--- src/rtl/cix32_prefetch_queue.sv ---
// Instruction prefetch byte queue: fetches aligned 32-bit words into a circular
// byte buffer and offers a window of up to 15 bytes to the x86 decoder.
module cix32_prefetch_queue #(
   parameter int unsigned DEPTH_BYTES = 32,
   parameter int unsigned MIN_WINDOW  = 15,
   parameter logic [31:0] RESET_EIP   = 32'hFFFF_FFF0
) (
   input  logic         clk,
   input  logic         rst,
   input  logic         flush,
   input  logic [31:0]  flush_eip,
   output logic         fetch_req,
   output logic [31:0]  fetch_addr,
   input  logic         fetch_ack,
   input  logic [31:0]  fetch_data,
   output logic [127:0] bytes_out,
   output logic [3:0]   valid_bytes,
   output logic         out_valid,
   input  logic         out_ready,
   output logic [31:0]  out_eip,
   input  logic         consume_valid,
   input  logic [3:0]   consume_len,
   output logic         underflow_err
);
   localparam int PW = $clog2(DEPTH_BYTES);
   localparam int CW = PW + 1;

   typedef enum logic {ST_PRESENT, ST_WAIT_CONSUME} state_t;

   state_t        r_state;
   state_t        w_state_next;
   logic [7:0]    r_mem [DEPTH_BYTES];
   logic [PW-1:0] r_rd_ptr;
   logic [PW-1:0] r_wr_ptr;
   logic [CW-1:0] r_count;
   logic          r_fetch_req;
   logic          r_drop_pending;
   logic          r_underflow;
   logic [31:0]   r_fetch_addr;
   logic [31:0]   r_out_eip;
   logic [1:0]    r_skip;

   logic          w_out_valid;
   logic          w_consume;
   logic          w_underrun;
   logic          w_ack;
   logic          w_push;
   logic          w_issue;
   logic [CW-1:0] w_pop_cnt;
   logic [CW-1:0] w_push_cnt;
   logic [CW-1:0] w_count_after_pop;
   logic [PW-1:0] w_wr_idx [4];

   assign w_consume         = (r_state == ST_WAIT_CONSUME) && consume_valid;
   assign w_underrun        = CW'(consume_len) > r_count;
   assign w_pop_cnt         = w_consume ? (w_underrun ? r_count : CW'(consume_len)) : '0;
   assign w_count_after_pop = r_count - w_pop_cnt;
   assign w_ack             = r_fetch_req && fetch_ack;
   assign w_push            = w_ack && !r_drop_pending;
   assign w_push_cnt        = w_push ? CW'(3'd4 - {1'b0, r_skip}) : '0;
   // Bytes retired this cycle already count as free space for the next request.
   assign w_issue           = !r_fetch_req &&
                              ((CW'(DEPTH_BYTES) - w_count_after_pop) >= CW'(4));

   for (genvar gi = 0; gi < 4; gi++) begin : g_wr_idx
      assign w_wr_idx[gi] = r_wr_ptr + PW'(gi) - PW'(r_skip);
   end

   always_ff @(posedge clk) begin
      if (w_push && !flush && !rst) begin
         for (int k = 0; k < 4; k++) begin
            if (k >= int'(r_skip)) begin
               r_mem[w_wr_idx[k]] <= fetch_data[k*8 +: 8];
            end
         end
      end
   end

   assign valid_bytes = (r_count >= CW'(15)) ? 4'd15 : r_count[3:0];

   for (genvar gi = 0; gi < 15; gi++) begin : g_window
      logic [PW-1:0] w_rd_idx;
      assign w_rd_idx = r_rd_ptr + PW'(gi);
      assign bytes_out[gi*8 +: 8] = (4'(gi) < valid_bytes) ? r_mem[w_rd_idx] : 8'h00;
   end
   assign bytes_out[127:120] = 8'h00;

   always_ff @(posedge clk) begin
      if (rst) begin
         r_rd_ptr <= '0;
         r_wr_ptr <= '0;
         r_count  <= '0;
      end else if (flush) begin
         r_rd_ptr <= r_wr_ptr;
         r_count  <= '0;
      end else begin
         r_rd_ptr <= r_rd_ptr + w_pop_cnt[PW-1:0];
         r_wr_ptr <= r_wr_ptr + w_push_cnt[PW-1:0];
         r_count  <= w_count_after_pop + w_push_cnt;
      end
   end

   // A request still in flight at flush is completed but its data is discarded.
   always_ff @(posedge clk) begin
      if (rst) begin
         r_fetch_req    <= 1'b0;
         r_fetch_addr   <= {RESET_EIP[31:2], 2'b00};
         r_skip         <= RESET_EIP[1:0];
         r_drop_pending <= 1'b0;
      end else if (flush) begin
         r_fetch_req    <= r_fetch_req && !fetch_ack;
         r_drop_pending <= r_fetch_req && !fetch_ack;
         r_fetch_addr   <= {flush_eip[31:2], 2'b00};
         r_skip         <= flush_eip[1:0];
      end else if (w_ack) begin
         r_fetch_req <= 1'b0;
         if (r_drop_pending) begin
            r_drop_pending <= 1'b0;
         end else begin
            r_skip       <= 2'd0;
            r_fetch_addr <= r_fetch_addr + 32'd4;
         end
      end else if (w_issue) begin
         r_fetch_req <= 1'b1;
      end
   end

   always_ff @(posedge clk) begin
      if (rst) begin
         r_out_eip   <= RESET_EIP;
         r_underflow <= 1'b0;
      end else if (flush) begin
         r_out_eip   <= flush_eip;
         r_underflow <= 1'b0;
      end else if (w_consume) begin
         r_out_eip <= r_out_eip + 32'(consume_len);
         if (w_underrun) begin
            r_underflow <= 1'b1;
         end
      end
   end

   always_ff @(posedge clk) begin
      if (rst) begin
         r_state <= ST_PRESENT;
      end else begin
         r_state <= w_state_next;
      end
   end

   always_comb begin
      w_state_next = r_state;
      w_out_valid  = 1'b0;
      case (r_state)
         ST_PRESENT: begin
            w_out_valid = (r_count >= CW'(MIN_WINDOW));
            if (w_out_valid && out_ready) begin
               w_state_next = ST_WAIT_CONSUME;
            end
         end
         ST_WAIT_CONSUME: begin
            if (consume_valid) begin
               w_state_next = ST_PRESENT;
            end
         end
         default: w_state_next = ST_PRESENT;
      endcase
      if (flush) begin
         w_state_next = ST_PRESENT;
      end
   end

   assign fetch_req     = r_fetch_req;
   assign fetch_addr    = r_fetch_addr;
   assign out_valid     = w_out_valid;
   assign out_eip       = r_out_eip;
   assign underflow_err = r_underflow;
endmodule
--- config.mk ---
export PLATFORM = sky130hd
export DESIGN_NAME = cix32_prefetch_queue
export DESIGN_NICKNAME = d
export VERILOG_FILES = /design/src/rtl/cix32_prefetch_queue.sv
export SDC_FILE = /design/constraint.sdc
export NUM_CORES = 2
export LEC_CHECK = 0
export ABC_AREA = 1
export BUFFER_PORTS_ARGS = -buffer_cell sky130_fd_sc_hd__buf_4
export CAP_MARGIN = 20
export CORE_MARGIN = 2
export CORE_UTILIZATION = 30
export DETAILED_ROUTE_END_ITERATION = 16
export HOLD_SLACK_MARGIN = 0.08
export SYNTH_ARGS = -nofsm -noshare
export SYNTH_HDL_FRONTEND = slang
export SYNTH_SLANG_ARGS = --single-unit
--- constraint.sdc ---
create_clock -name clk -period 3.6 [get_ports clk]
set_clock_uncertainty 0.1 [all_clocks]
set_input_delay 0.36 -clock clk [delete_from_list [all_inputs] [get_ports clk]]
set_output_delay 0.36 -clock clk [all_outputs]
set_load 0.03 [all_outputs]
Word-level counts from Yosys, hierarchy flattened
Memories as Yosys holds them, arrays and structs flattened. A register that Yosys moved wholly into a read port is not among the register bits.
Index checks and enable logic that the tools add are counted.
- output and inout bits: 199
- memories kept: 1
- input bits: 74
- RAM bits: 256
- word-level logic and storage cells: 134
- register bits after elaboration: 86
- bitwise operators: 2
- add/subtract/negate cells: 29
- reductions and logical operators: 20
- equality and inequality tests: 1
- order comparisons: 21
- multiplexer cells: 49
- memories (memory ; words ; bits a word ; rd ports ; clocked after memory_dff ; write ports ; line ; RTL):
    r_mem ; 32 ; 8 ; 15 ; 1 ; 4 ; 32 ; logic [7:0] r_mem [DEPTH_BYTES];
- operators with widths (operator ; number):
    2-to-1 mux 32 bit ; 5
    2-to-1 mux 8 bit ; 15
    adder 5 x 4 -> 5 bit, second input constant ; 7
    adder 32 x 3 -> 32 bit, second input constant ; 1
    adder 32 x 4 -> 32 bit ; 1
    < comparator 4 bit, first input constant ; 7
    adder 5 x 2 -> 5 bit, second input constant ; 4
    adder 5 x 3 -> 5 bit, second input constant ; 4
    subtractor 5 x 2 -> 5 bit ; 4
    2-to-1 mux 1 bit ; 19
    2-to-1 mux 6 bit ; 3
    < comparator 3 x 4 -> 1 bit, first input constant ; 4
    adder 5 x 1 -> 5 bit, second input constant ; 2
    adder 5 bit ; 2
    2-to-1 mux 5 bit ; 2
    logical AND 1 bit ; 8
    < comparator 1 x 4 -> 1 bit, first input constant ; 2
    < comparator 2 x 4 -> 1 bit, first input constant ; 2
    adder 6 bit ; 1
    greater-or-equal comparator 6 x 3 -> 1 bit, second input constant ; 1
    greater-or-equal comparator 6 x 4 -> 1 bit, second input constant ; 1
    greater-than comparator 4 x 6 -> 1 bit ; 1
    2-to-1 mux 2 bit ; 3
    AND reduction 2 bit ; 3
    other kinds (13) ; 20

Longest topological paths before layout
- depth in word-level cells: 10
- mapped depth: 20
- gate-level depth less buffers: 20

Least setup slack after synthesis
OpenSTA, ideal clock, no wires.
- path kind: reg2out
- start: reg r_rd_ptr[2]
- end: out bytes_out[86]
- buffers on the path: 6
- path slack: -173 ps
- required time: 3140 ps
- cell stages (with the launch flop): 14
- arrival: 3313 ps
- cells stage by stage: dfxtp_1 -> buf_2 -> inv_2 -> clkbuf_1 -> clkbuf_1 -> ha_1 -> clkbuf_1 -> inv_2 -> clkbuf_1 -> buf_1 -> nand2_1 -> nand3_1 -> nand3_1 -> a21boi_0
- longest elaborated chain between the ends: 3
- RTL lines (item ; line ; RTL):
    start, declared ; 33 ; logic [PW-1:0] r_rd_ptr;
    start signal, assigned ; 94 ; r_rd_ptr <= r_wr_ptr;
    start signal, assigned ; 97 ; r_rd_ptr <= r_rd_ptr + w_pop_cnt[PW-1:0];
    adder 5 x 4 -> 5 bit ; 83 ; assign w_rd_idx = r_rd_ptr + PW'(gi);
    memory (32 x 8 bit) ; - ;
    2-to-1 mux 8 bit ; 84 ; assign bytes_out[gi*8 +: 8] = (4'(gi) < valid_bytes) ? r_mem[w_rd_idx] : 8'h00;
    end, declared ; 16 ; output logic [127:0] bytes_out,
No other way between the ends.

Worst setup path in the final report
- start: reg r_rd_ptr[1]
- end: out bytes_out[44]
- longest elaborated chain between the ends: 3
- RTL lines (item ; line):
    adder 5 x 3 -> 5 bit ; 83
    memory (32 x 8 bit) ; -
    2-to-1 mux 8 bit ; 84
No other way between the ends.

==> results.json <==
{
  "r2r_slack_ns": 0.06,
  "worstSetupPathType": "reg2out",
  "drc": 0,
  "required_ns": 3.14,
  "grt_start_max_net_pins": 113,
  "rr_worst_depth": 13,
  "setup_viol": 0,
  "critPathMaxFanout": 47,
  "synth_area_um2": 37700,
  "vias_per_cell": 5.78,
  "num_vias": 49700,
  "ys_types": 54,
  "placed_cell_area_um2": 44200,
  "avgRoutedWirePerCell_um": 26.2,
  "cts_buffer_depth": 3,
  "cp-start-kind": "flip-flop",
  "cts.sinks": 340,
  "synth.avg_cell_area_um2": 5.80,
  "cts_buffers": 41,
  "cts_root_buffer": "clkbuf_16",
  "yosysWarnings": 0,
  "p_leak_nw": 21.3,
  "hold_viol_final": 0,
  "synth-edff-count": 256,
  "finalWirelength_um": 225000,
  "slew_violations": 0,
  "htree_levels": 2,
  "drt_iter0_drc": 8270,
  "ys_seq_area_share_pct": 24.9,
  "worst_pin_slew_ns": 1.12,
  "drt-pass1-iter-count": 7,
  "setup-tns-final_ns": 0,
  "grt_pass1_wl_um": 310000,
  "holdCritPathClass": "in2reg",
  "p_per_area_nw_per_um2": 273,
  "place_hpwl_um": 168000,
  "drive_above_1_share_pct": 15.0,
  "vdd_drop_max_v": 0.000290,
  "synth_ff_type": "edfxtp_1",
  "grt_pass1_vias": 43400,
  "r2r-start": "r_skip[1]",
  "max_cap_violations": 0,
  "antenna_found_initial": 7,
  "reg2reg_to": "r_mem[31][2]",
  "period_minus_slack_ns": 3.58,
  "arrival_ns": 3.12,
  "outcome": "finished clean",
  "synthCells": 6504,
  "yosys_register_bits": 340,
  "clk_latency_ns": 0.61,
  "tritoncts": "built",
  "grtUsageTotal_pct": 33.3,
  "portBuffers": 262,
  "area_delta_synth_final_pct": 23.1,
  "num_rows": 130,
  "period_share_pct": 99.5,
  "diodes": 0,
  "startpoint": "r_rd_ptr[1]",
  "dieArea_um2": 129000,
  "gp_congestion": 1.03,
  "final_cell_area_um2": 46400,
  "maxSlewHeadroom_pct": 25.4,
  "fmax_mhz": 279,
  "path_clk_slew_ns": 0.07,
  "grt-ovfl-total": 0,
  "synthArstFlopShare_pct": 0,
  "fp.dieW_um": 358,
  "core_um2": 125000,
  "final_antenna_net_count": 0,
  "crit_end": "bytes_out[44]",
  "io_pins": 273,
  "die_h_um": 358,
  "endpoint_kind": "output port",
  "fin_nets": 7043,
  "initial_core_util_pct": 30.1
}
==> routing by layer <==
metal / GRT usage (%) / vias up / share of wire [%]
li1: - / 22500 / -
met1: 43.6 / 23000 / 39
met2: 48.0 / 3512 / 40
met3: 8.28 / 713 / 12
met4: 22.3 / 4 / 8.3
met5: 0 / - / 0.0080
==> synth_stat cells, types with 8 or more instances <==
master	count	area (um2)
nand4_2	34	425
buf_1	45	169
o21ai_0	391	1960
xor2_1	31	272
o2111ai_1	13	114
inv_1	329	1230
o211ai_1	49	368
nand2_1	2053	7710
buf_2	80	400
nand3b_1	8	60.1
fa_1	9	180
nor2_1	739	2770
nor3_1	67	335
inv_2	21	78.8
nand4_1	71	444
buf_4	16	120
ha_1	51	638
a21boi_0	10	75.1
a21oi_1	379	1900
mux2i_1	58	581
or2_2	41	257
xnor2_1	20	175
clkbuf_1	306	1150
nand3_1	1241	6210
o21a_1	8	60.1
nor2_2	20	125
edfxtp_1	256	7690
clkinv_1	19	71.3
dfxtp_1	84	1680
==> through the flow <==
step	worst slack, ns	util [%]	instances	hold slack, ns	power, mW
3_5_place_dp	0.114	35.3	8465	0.362	8.24
3_3_place_gp	0.0953	35.3	8464	0.357	8.22
5_1_grt	-0.0154	37.1	8589	0.132	13.0
2_1_floorplan	0.0202	-	6513	0.386	6.57
4_1_cts	-0.0831	36.7	8575	0.107	12.5
6_report	0.0174	37.1	8589	0.133	12.7
==> state kept, by name, summed over array words and instances, names as in the netlist <==
name,cells
fetch_addr,30
r_mem,256
r_count,6
out_eip,32
r_state,1
fetch_req,1
r_skip,2
r_rd_ptr,5
r_drop_pending,1
underflow_err,1
r_wr_ptr,5
==> power breakdown <==
group          leakage, nW  total [mW]  internal, mW  switching [mW]
logic                 17.6        3.98          1.19            2.79
clock network        0.650        4.29          2.40            1.88
registers             3.00        4.39          4.28           0.110
total                 21.3        12.7          7.88            4.78
==> how the worst min path moves through the flow <==
stage	endpoint	cells after the start	startpoint
after floorplan	fetch_addr[21]	2	flush_eip[21]
after global placement	underflow_err	1	underflow_err
after detailed placement	underflow_err	1	underflow_err
after CTS	r_state	4	consume_valid
after global routing	r_state	4	consume_valid
final	r_mem[28][1]	5	fetch_data[9]
==> worst max-delay path, stage by stage (launching register included) <==
cell	delay, ns
dfxtp_4	0.41
clkinv_2	0.11
ha_4	0.34
clkbuf_16	0.26
o21ai_0	0.45
nand2_1	0.13
nand3_1	0.11
nand3_1	0.11
a21oi_1	0.34
buf_4	0.24
==> cell usage in the layout (no fill, tap or decap), types with 9 or more instances in the layout <==
cell              n
a21boi_0          9
a21oi_1         372
buf_12           30
buf_4           713
clkbuf_16        49
clkinv_1         25
clkinv_2          9
conb_1           11
dfxtp_1          80
dlygate4sd3_1    33
edfxtp_1        256
ha_1             46
inv_1           316
inv_2            29
mux2i_1          50
nand2_1        2052
nand3_1        1240
nand4_1          71
nand4_2          34
nor2_1          725
nor2_2           29
nor2_4           10
nor3_1           50
nor3_2           17
o2111ai_1        13
o211ai_1         49
o21ai_0         321
o21ai_1          71
or2_2            41
xnor2_1          19
xor2_1           28
==> final cells by class <==
type,count,area [um2]
Fill cell,13600,78700
Clock inverter,24,230
Inverter,369,1400
Multi-Input combinational cell,5357,25500
Tap cell,1650,2060
Sequential cell,340,9380
Timing Repair Buffer,800,6760
Clock buffer,49,1100
==> kinds of logic (layout without fill, tap and decap cells) <==
| family | after synthesis | after routing | share of synthesized area (%) |
|---|---|---|---|
| and+or+nand+nor | 4295 | 4295 | 49.1 |
| AOI/OAI and AO/OA | 880 | 880 | 12.5 |
| buffers and inverters | 816 | 1242 | 8.55 |
| DFF | 340 | 340 | 24.9 |
| adders and majority gates | 60 | 60 | 2.17 |
| muxes | 58 | 58 | 1.54 |
| xor gates and xnor gates | 53 | 53 | 1.27 |
| other | 2 | 11 | 0.0199 |
==> timing repair <==
item	in CTS	in global routing
gates resized for setup	38	102
setup buffers	4	7
hold buffers	33	0
gates cloned	0	7
setup endpoints to repair	74	109
endpoints found under the hold margin	62	0
pin swaps	0	3
Note: power is estimated with default switching activity, not from simulation.
